### src/rtl/b_pred_pkg.sv
// Shared definitions for the B-branch perceptron predictor.
//   - instruction type codes (NORMAL / B)
//   - history, row and weight geometry
//   - flat weight-bus index helper
//   - pending-branch queue entry type {pred, slot, ghr}
package b_pred_pkg;

    typedef enum logic {
        NORMAL = 1'b0,
        B      = 1'b1
    } instType_e;

    localparam int unsigned GHR_W  = 20;  // global history length
    localparam int unsigned HIST_N = 8;   // history bits feeding each row
    localparam int unsigned ROWS   = 4;   // one row per bundle slot
    localparam int unsigned W_W    = 8;   // weight width
    localparam int unsigned ROW_W  = (HIST_N + 1) * W_W;  // weights + bias

    // Bit offset of weight j (j == HIST_N is the bias) in row r of the flat bus.
    function automatic int unsigned wIdx(input int unsigned r, input int unsigned j);
        return r * ROW_W + j * W_W;
    endfunction

    typedef struct packed {
        logic             pred;  // predicted direction
        logic [1:0]       slot;  // row index
        logic [GHR_W-1:0] ghr;   // history before this entry's own shift
    } pendEntry_t;

endpackage

### src/rtl/b_pending_queue.sv
// Circular buffer of outstanding predicted B entries.
//   clk, rst   : clock, synchronous active-high reset
//   pushNum    : entries to write this cycle (0..4), taken from pushData[0..]
//   pushData   : up to four entries in bundle order
//   popEn      : retire the head entry
//   flush      : discard all entries (wins over push/pop)
//   head       : oldest entry
//   count      : current occupancy (0..DEPTH)
module b_pending_queue
    import b_pred_pkg::*;
#(
    parameter int unsigned DEPTH = 8
) (
    input  logic                       clk,
    input  logic                       rst,
    input  logic [2:0]                 pushNum,
    input  pendEntry_t                 pushData [4],
    input  logic                       popEn,
    input  logic                       flush,
    output pendEntry_t                 head,
    output logic [$clog2(DEPTH):0]     count
);

    localparam int unsigned PW = $clog2(DEPTH);
    localparam int unsigned CW = PW + 1;

    pendEntry_t      mem [DEPTH];
    logic [PW-1:0]   wrPtr;
    logic [PW-1:0]   rdPtr;
    logic [CW-1:0]   cnt;

    always_ff @(posedge clk) begin
        if (rst || flush) begin
            wrPtr <= '0;
            rdPtr <= '0;
            cnt   <= '0;
        end else begin
            if (popEn) begin
                rdPtr <= rdPtr + PW'(1);
            end
            // Pointer arithmetic truncates to PW bits, giving wrap modulo DEPTH.
            wrPtr <= wrPtr + PW'(pushNum);
            cnt   <= cnt + CW'(pushNum) - CW'(popEn);
        end
    end

    always_ff @(posedge clk) begin
        if (!rst && !flush) begin
            for (int unsigned k = 0; k < 4; k++) begin
                if (k < 32'(pushNum)) begin
                    mem[wrPtr + PW'(k)] <= pushData[k];
                end
            end
        end
    end

    assign head  = mem[rdPtr];
    assign count = cnt;

endmodule

### src/rtl/b_perceptron_trainer.sv
// Resolution / training end of the B-branch perceptron predictor.
// Queues predicted B outcomes per fetch bundle, retires them in order against
// execute results, trains the per-slot perceptron rows, repairs the global
// history and issues a redirect PC on a misprediction.
//   i_clk, i_rst              : clock, synchronous active-high reset
//   i_pushValid/i_passBNum_3/
//   i_predictGotJ/o_pushReady : bundle prediction enqueue handshake
//   i_resolveValid/Taken/Pc/
//   Target, o_resolveReady    : oldest-branch resolve handshake
//   o_globalHistoryRegister_20: speculative history, bit 0 newest
//   o_weights_288             : 4 rows x 9 signed 8-bit weights (j=8 bias)
//   o_correctPC_32            : redirect PC for one cycle, else 0
//   o_counter_3               : entries retired in the previous cycle
//   o_pendingB_8              : queue occupancy
//   o_underflow               : sticky resolve-on-empty flag
module b_perceptron_trainer
    import b_pred_pkg::*;
#(
    parameter int unsigned DEPTH = 8,
    parameter int unsigned THETA = 29,
    parameter int unsigned WMAX  = 127
) (
    input  logic         i_clk,
    input  logic         i_rst,
    input  logic         i_pushValid,
    input  logic [2:0]   i_passBNum_3,
    input  logic         i_predictGotJ,
    output logic         o_pushReady,
    input  logic         i_resolveValid,
    input  logic         i_resolveTaken,
    input  logic [31:0]  i_resolvePc_32,
    input  logic [31:0]  i_resolveTarget_32,
    output logic         o_resolveReady,
    output logic [19:0]  o_globalHistoryRegister_20,
    output logic [287:0] o_weights_288,
    output logic [31:0]  o_correctPC_32,
    output logic [2:0]   o_counter_3,
    output logic [7:0]   o_pendingB_8,
    output logic         o_underflow
);

    typedef enum logic {
        RUN     = 1'b0,
        RECOVER = 1'b1
    } state_e;

    localparam logic signed [W_W-1:0] WPOS = W_W'(WMAX);
    localparam logic signed [W_W-1:0] WNEG = -WPOS;

    function automatic logic signed [W_W-1:0] satStep(input logic signed [W_W-1:0] w,
                                                      input logic up);
        if (up) begin
            return (w >= WPOS) ? WPOS : w + 8'sd1;
        end
        return (w <= WNEG) ? WNEG : w - 8'sd1;
    endfunction

    state_e                 state;
    state_e                 nextState;
    logic                   runState;

    logic [GHR_W-1:0]       ghr;
    logic signed [W_W-1:0]  weights [ROWS][HIST_N+1];
    logic [31:0]            correctPC;
    logic [2:0]             counter;
    logic                   underflow;

    logic [2:0]             effN;
    logic                   pushFire;
    logic                   doPush;
    logic                   resolveFire;
    logic                   retire;
    logic                   mispredict;
    logic                   train;
    logic signed [11:0]     sum;
    logic [11:0]            absSum;
    logic [GHR_W-1:0]       pushGhr;

    pendEntry_t             pushData [4];
    pendEntry_t             head;
    logic [$clog2(DEPTH):0] count;

    // Counts above 4 (incl. the error code 7) are accepted but enqueue nothing.
    assign effN        = (i_passBNum_3 <= 3'd4) ? i_passBNum_3 : 3'd0;
    assign runState    = (state == RUN);
    assign pushFire    = i_pushValid && o_pushReady;
    assign resolveFire = i_resolveValid && o_resolveReady;
    assign retire      = resolveFire && (count != '0);
    assign mispredict  = retire && (i_resolveTaken != head.pred);
    // A same-cycle flush wins over the push.
    assign doPush      = pushFire && (effN != 3'd0) && !mispredict;

    // FSM next state and handshake readies
    always_comb begin
        nextState      = state;
        o_resolveReady = 1'b0;
        o_pushReady    = 1'b0;
        case (state)
            RUN: begin
                o_resolveReady = 1'b1;
                o_pushReady    = (32'(count) + 32'(effN)) <= DEPTH;
                if (mispredict) begin
                    nextState = RECOVER;
                end
            end
            RECOVER: nextState = RUN;
            default: nextState = RUN;
        endcase
    end

    always_ff @(posedge i_clk) begin
        if (i_rst) begin
            state <= RUN;
        end else begin
            state <= nextState;
        end
    end

    // Bundle entries: only the last one can carry a taken prediction, so each
    // snapshot is the current history shifted by the zeros inserted before it.
    always_comb begin
        for (int unsigned k = 0; k < 4; k++) begin
            pushData[k].pred = ((k + 1) == 32'(effN)) && i_predictGotJ;
            pushData[k].slot = 2'(k);
            pushData[k].ghr  = ghr << k;
        end
        pushGhr = (ghr << effN) | {{(GHR_W-1){1'b0}}, i_predictGotJ};
    end

    // Perceptron output of the head entry's row, from current weights.
    always_comb begin
        sum = {{4{weights[head.slot][HIST_N][W_W-1]}}, weights[head.slot][HIST_N]};
        for (int unsigned j = 0; j < HIST_N; j++) begin
            if (j >= 32'(head.slot) && head.ghr[5'(j)]) begin
                sum = sum + {{4{weights[head.slot][4'(j)][W_W-1]}}, weights[head.slot][4'(j)]};
            end
        end
        absSum = sum[11] ? 12'(-sum) : 12'(sum);
        train  = (i_resolveTaken != head.pred) || (absSum <= 12'(THETA));
    end

    always_ff @(posedge i_clk) begin
        if (i_rst) begin
            for (int unsigned r = 0; r < ROWS; r++) begin
                for (int unsigned j = 0; j <= HIST_N; j++) begin
                    weights[r][j] <= '0;
                end
            end
        end else if (retire && train) begin
            weights[head.slot][HIST_N] <= satStep(weights[head.slot][HIST_N], i_resolveTaken);
            for (int unsigned j = 0; j < HIST_N; j++) begin
                if (j >= 32'(head.slot) && head.ghr[5'(j)]) begin
                    weights[head.slot][4'(j)] <= satStep(weights[head.slot][4'(j)], i_resolveTaken);
                end
            end
        end
    end

    always_ff @(posedge i_clk) begin
        if (i_rst) begin
            ghr       <= '0;
            correctPC <= '0;
            counter   <= '0;
            underflow <= 1'b0;
        end else begin
            if (mispredict) begin
                ghr <= {head.ghr[GHR_W-2:0], i_resolveTaken};
            end else if (doPush) begin
                ghr <= pushGhr;
            end
            if (mispredict) begin
                correctPC <= i_resolveTaken ? i_resolveTarget_32 : i_resolvePc_32 + 32'd4;
            end else begin
                correctPC <= '0;
            end
            counter <= {2'b00, retire};
            if (resolveFire && (count == '0)) begin
                underflow <= 1'b1;
            end
        end
    end

    b_pending_queue #(
        .DEPTH (DEPTH)
    ) uQueue (
        .clk      (i_clk),
        .rst      (i_rst),
        .pushNum  (doPush ? effN : 3'd0),
        .pushData (pushData),
        .popEn    (retire && !mispredict),
        .flush    (mispredict),
        .head     (head),
        .count    (count)
    );

    for (genvar r = 0; r < ROWS; r++) begin : gRow
        for (genvar j = 0; j <= HIST_N; j++) begin : gCol
            assign o_weights_288[wIdx(r, j) +: W_W] = weights[r][j];
        end
    end

    assign o_globalHistoryRegister_20 = ghr;
    assign o_correctPC_32             = correctPC;
    assign o_counter_3                = counter;
    assign o_pendingB_8               = 8'(count);
    assign o_underflow                = underflow;

endmodule

### config.mk
export PLATFORM = sky130hd
export DESIGN_NAME = b_perceptron_trainer
export DESIGN_NICKNAME = d
export VERILOG_FILES = /design/src/rtl/b_pred_pkg.sv /design/src/rtl/b_pending_queue.sv /design/src/rtl/b_perceptron_trainer.sv
export SDC_FILE = /design/constraint.sdc
export NUM_CORES = 1
export LEC_CHECK = 0
export CORE_MARGIN = 3
export CORE_UTILIZATION = 40
export CTS_CLUSTER_SIZE = 12
export DETAILED_ROUTE_END_ITERATION = 7
export PLACE_DENSITY_LB_ADDON = 0.1
export SYNTH_ARGS = -nofsm -noshare
export SYNTH_HDL_FRONTEND = slang
export SYNTH_SLANG_ARGS = --single-unit
### constraint.sdc
create_clock -name i_clk -period 13.9 [get_ports i_clk]
set_input_delay 1.39 -clock i_clk [delete_from_list [all_inputs] [get_ports i_clk]]
set_output_delay 1.39 -clock i_clk [all_outputs]
set_load 0.005 [all_outputs]
* Word level (Yosys, flattened, before mapping)
Memories as Yosys holds them, arrays and structs flattened. A register that Yosys moved wholly into a read port is not among the register bits.
Index checks and enable logic that the tools add are counted.
** Word-level totals
- Memories :: 2
- Memory bits (writable) :: 472
- Register bits :: 67
- Memory bits (read-only) :: 0
- Logic and storage cells :: 272
- Latch bits :: 0
- Output and inout bits :: 354
** Memories
- weights :: depth 4, bits a word 72, read ports 5, clocked after Yosys merged registers in 0, write ports 4, line b_perceptron_trainer.sv:63 : logic signed [W_W-1:0] weights [ROWS][HIST_N+1];
- uQueue.mem :: depth 8, bits a word 23, read ports 1, clocked after Yosys merged registers in 1, write ports 4, line b_pending_queue.sv:27 : pendEntry_t mem [DEPTH];
** Operators by class
- Eq/ne operators :: 5
- Multiply operators :: 0
- Multiplexer cells :: 161
- Bitwise operators :: 3
- Magnitude comparators :: 28
- Reduce and logical (&&, ||, !) cells :: 27
- Add/sub/neg operators :: 36
- Shift operators :: 1
- Div/mod/pow operators :: 0
** Operators by type and width (number)
- two-way mux 8 bit :: 62
- two-way mux 12 bit :: 9
- adder 12 bit :: 7
- two-way mux 1 bit :: 79
- adder 8 x 2 -> 8 bit, second input constant :: 9
- greater-or-equal comparator 8 bit, second input constant :: 9
- less-or-equal comparator 8 bit, second input constant :: 9
- two-way mux 72 bit :: 1
- OR reduction 72 bit :: 1
- subtractor 8 x 2 -> 8 bit, second input constant :: 9
- two-way mux 20 bit :: 2
- adder 32 x 3 -> 32 bit, second input constant :: 1
- two-way mux 32 bit :: 1
- bitwise OR 20 x 1 -> 20 bit :: 1
- << shifter 20 x 3 -> 20 bit :: 1
- logical AND 1 bit :: 17
- less-or-equal comparator 12 x 5 -> 1 bit, second input constant :: 1
- two-way mux 3 bit :: 4
- negation 12 bit :: 1
- adder 8 x 8 -> 9 bit :: 1
- two-way mux 9 bit :: 1
- adder 3 x 1 -> 3 bit, second input constant :: 2
- adder 3 x 2 -> 3 bit, second input constant :: 2
- == test 2 x 3 -> 1 bit, first input constant :: 2
- other kinds (23) :: 29

* Depth between registers and ports, before layout
- Depth in word-level cells :: 29
- Gate-level depth with buffers :: 79
- Mapped depth without buffers :: 70

* Cells and area by module
A second synthesis with hierarchy kept.
** Second synthesis, totals
- Cell total of the unflattened synthesis :: 3829
- Area total of the unflattened synthesis :: 37718.7 um^2
** By module, submodules not included
- b_perceptron_trainer :: sequential area each 9749.4 um^2, cells each 2666, area an instance 24886.4 um^2, instances 1
- b_pending_queue :: sequential area each 5785.5 um^2, cells each 1163, area an instance 12832.3 um^2, instances 1

* Worst setup path before layout
No wires, ideal clock.
- Path type :: reg2reg
- Start point :: register with a tool-made name
- End point :: memory weights[3][10] (netlist name), enable pin
- Library setup time :: 0.375 ns
- Path slack :: -1.184 ns
- Data arrival time :: 14.710 ns
- Stages on the path, launching flop included :: 77
- Path buffers :: 10
- Path through :: dfxtp_1 > clkbuf_1 > clkinv_1 > mux4_2 > buf_2 > buf_2 > buf_2 > buf_2 > buf_2 > buf_2 > clkbuf_1 > buf_1 > nand2_1 > a31oi_1 > ha_1 > ha_1 > nor2b_1 > xor2_1 > (+41 left out) > nand2_1 > o211a_1 > nor2_1 > inv_1 > ha_1 > o21ai_0 > nand2b_1 > o31ai_1 > xor2_1 > nor2_1 > xnor2_1 > xor3_1 > o31ai_1 > mux2_2 > nor4b_4 > o21bai_1 > buf_2 > o21bai_1
** RTL lines (line)
- to (decl) :: b_perceptron_trainer.sv:63

==> metrics.log <==
INFO  metric holdBufCountCts = 0
INFO  metric report.power.total = 15.01 mW
INFO  metric die-area = 94570 sq um
INFO  metric critPathMaxFanout = 8
INFO  metric io_buffers = 420
INFO  metric ir_worst_vdd = 0.0003890 V
INFO  metric crit_family = compound AO/OA/AOI/OAI gates
INFO  metric place.detailed.hpwl = 100400 microns
INFO  metric max-slew-margin-rel = 11.91%
INFO  metric failed_checks = design-rule violations
INFO  metric pin_count_of_the_biggest_net_entering_global_routing = 87
INFO  metric number_of_cell_rows = 109
INFO  metric post-route-util = 52.25%
INFO  metric leakagePower = 17.75 nW
INFO  metric starting_utilization_of_the_core_area = 40.71%
INFO  metric highest_clock_frequency_the_design_can_meet = 74.15 MHz
INFO  metric ff2ff_path_depth = 66
INFO  metric min_cycle_time_layout = 13.49 ns
INFO  metric ys_top_cells_by_area = edfxtp_1, nor2_1, nand2_1
INFO  metric finalInstanceArea = 46680 sq um
INFO  metric run_status = finished, violations left
INFO  metric gpl.final_weighted_congestion = 0.9366
INFO  metric core_region_area = 89330 sq um
INFO  metric final_layout_size_suffix_gt1_share = 14.15%
INFO  metric hold_class = reg -> reg
INFO  metric syn-cell-area = 36370 sq um
INFO  metric multiInputGateArea = 21230 sq um
INFO  metric vias = 34947
INFO  metric syn2layout_area_growth = 28.36%
INFO  metric worstSetupPathDepth = 66
INFO  metric ctsHtreeMaxLevel = 2
INFO  metric layout.area.seq = 14900 sq um
INFO  metric yosys_register_bits = 532
INFO  metric die_height = 307.5 microns
INFO  metric n_fill_cell = 8242
INFO  metric avgViaCountPerCell = 5.936
INFO  metric final_hold_viol_count = 0
INFO  metric worst_slew_pin_slew = 1.318 ns
INFO  metric final_common_cell = nor2_1
INFO  metric tritoncts = built
INFO  metric cp_num_buf_inv = 7
INFO  metric groute.usage.overall = 27.86%
INFO  metric grt_overflow_total = 0
INFO  metric cap_viol_max_count = 0
INFO  metric slew_viol_final = 0
INFO  metric ioPinCount = 427
INFO  metric worst_setup_path_start_kind = flop
INFO  metric cp_data_arrival_time = 13.80 ns
INFO  metric post_dp_cell_area = 43580 sq um
INFO  metric global_route_wire_length_before_repair = 205500 microns
INFO  metric initialDrtViolationCount = 4327
INFO  metric clock_sink_count = 532
INFO  metric first_pass_iters = 8
INFO  metric via_count_of_the_first_global_routing_pass = 32806
INFO  metric holdWs = 0.4507 ns
INFO  metric timing.critical_path.slowest_cell_delay = 0.70 ns
INFO  metric avgRoutedWirePerCell = 23.59 microns
INFO  metric drt_wl_total = 138900 microns
INFO  metric period_utilization_post_route = 97.03%
INFO  metric remaining_drc_errors = 35
INFO  metric postSynth.topFlopCell = edfxtp_1
INFO  metric antenna-diode-count = 0
INFO  metric cp_data_required_time = 14.21 ns
INFO  metric final_nets = 4885
INFO  metric die_w = 307.5 microns
INFO  metric grt_antenna_before_repair = 3
INFO  metric ant_nets = 0
INFO  metric cp_slowest_cell = mux4_4
INFO  metric netlist.area_leader.share = 35.01%
INFO  metric critical_path.endpoint_type = flop
INFO  metric synth_edf_count = 424
INFO  metric timing.setup.tns = 0 ns
INFO  metric cts-root-buf = clkbuf_16
INFO  metric worst_setup_hold_path_clk_slew = 0.07 ns
INFO  metric final.setup_skew = 0.03529 ns
INFO  metric synthesis.instances = 4158
INFO  metric synth-seq-area-share = 40.96%
INFO  metric post-synth-top-area-cell = edfxtp_1
INFO  metric maximum_buffer_depth_of_the_clock_tree = 3
INFO  metric min_delay_path_depth = 2
INFO  metric total_of_warnings_raised_by_yosys = 0
INFO  metric clock_insertion_delay_at_the_later_pin_of_the_skew_report = 0.66 ns
INFO  metric synthesis.area_per_instance = 8.746 sq um
INFO  metric synth.distinct_cells = 87
INFO  metric crit_type = reg -> reg
INFO  metric asyncSetResetFlopFracSynth = 0%
INFO  metric finalSetupViolCount = 0
INFO  metric number_of_buffers_created_by_cts = 60
INFO  metric power_per_cell_area = 321.5 nW/um^2
INFO  metric layout_common_cells = nor2_1, nand2_1, edfxtp_1
## synthesized netlist by cell type, types with 10 or more instances
cell / number
xnor2_1: 77
nand3b_1: 13
and2_1: 25
o21bai_1: 30
o221ai_1: 12
or3_1: 21
fa_1: 10
nand3_1: 137
nor3b_1: 14
nand2_1: 592
o211ai_1: 26
or2_2: 12
a222oi_1: 122
mux2_2: 22
nor2_1: 638
a21o_1: 32
nor3_1: 85
a211oi_1: 16
mux4_2: 40
edfxtp_1: 424
and3_1: 68
a31oi_1: 78
inv_1: 89
a2111oi_0: 14
nor4_1: 22
ha_1: 129
a22oi_1: 29
buf_2: 22
nand4_1: 11
mux2i_1: 121
o31ai_1: 21
xor2_1: 64
clkbuf_1: 271
a21oi_1: 298
nand2b_1: 31
buf_1: 33
nor2b_1: 30
o21ai_0: 169
o21a_1: 33
a221oi_1: 10
o22ai_1: 23
dfxtp_1: 108
## per-stage QoR
step / setup WS (ns) / std cells
2_1_floorplan: 0.003183 / 4211
3_5_place_dp: -0.2562 / 5730
6_report: 0.4130 / 5887
5_1_grt: -0.1108 / 5887
4_1_cts: 0.004769 / 5846
3_3_place_gp: -0.1500 / 5730
## worst min-delay path: cells and delay by family (launching register included)
kind | cells | cell delay [ns]
DFF | 1 | 0.31
and+or+nand+nor | 2 | 0.10
## cell families (layout without fill, tap and decap cells)
family | Yosys count | count (layout) | share of synthesized area, %
compound gates | 1012 | 1012 | 18.73
xor+xnor | 144 | 144 | 3.585
fa+ha+maj | 139 | 139 | 4.989
buf+inv | 425 | 936 | 4.555
flops | 532 | 532 | 40.96
mux | 185 | 185 | 6.551
other cells | 1 | 54 | 0.01031
simple gates | 1720 | 1720 | 20.62
## area by class of cell
cell class	instances	share of cell area, %
Clock buffer	77	3.439
Sequential cell	532	31.93
Multi-Input combinational cell	3254	45.48
Timing Repair Buffer	734	14.53
Inverter	91	0.7344
Clock inverter	34	0.7639
Tap cell	1165	3.123
## repair_timing
| action | in CTS | in global routing |
|---|---|---|
| setup endpoints to repair | 459 | 480 |
| gates cloned | 0 | 3 |
| gates resized for setup | 17 | 151 |
| pin swaps | 1 | 66 |
| setup buffers | 5 | 38 |
## worst paths after layout
check                    from               end  slack, ns
min reg2reg  uQueue.mem[1][1]  uQueue.mem[1][1]       0.45
min          uQueue.mem[1][1]  uQueue.mem[1][1]       0.45
max reg2reg              flop    weights[1][30]       0.41
max                      flop    weights[1][30]       0.41
## per-layer routing
| metal | up-vias | wire, microns | global-route usage, % |
|---|---|---|---|
| li1 | 16240 | - | - |
| met1 | 16958 | 58550 | 38.00 |
| met2 | 1506 | 66380 | 46.90 |
| met3 | 239 | 9645 | 2.978 |
| met4 | 4 | 4291 | 8.185 |
| met5 | - | 34 | 0 |
## sequential cells by signal, indices dropped and copies added, names as in the netlist, named ones only
signal                      flops
uQueue.rdPtr                    3
weights                       288
uQueue.wrPtr                    3
uQueue.count                    4
o_correctPC_32                 32
o_globalHistoryRegister_20     20
uQueue.mem                    176
state                           1
o_underflow                     1
o_counter_3                     1
## where the power goes
| group | total, mW | leakage, nW | internal, mW | switching [mW] |
|---|---|---|---|---|
| Combinational | 11.4 | 11.7 | 5.13 | 6.30 |
| Sequential | 1.97 | 5.14 | 1.86 | 0.114 |
| Clock | 1.60 | 0.938 | 0.909 | 0.691 |
| Total | 15.0 | 17.8 | 7.90 | 7.11 |
Power figures use the tool's default switching activity.
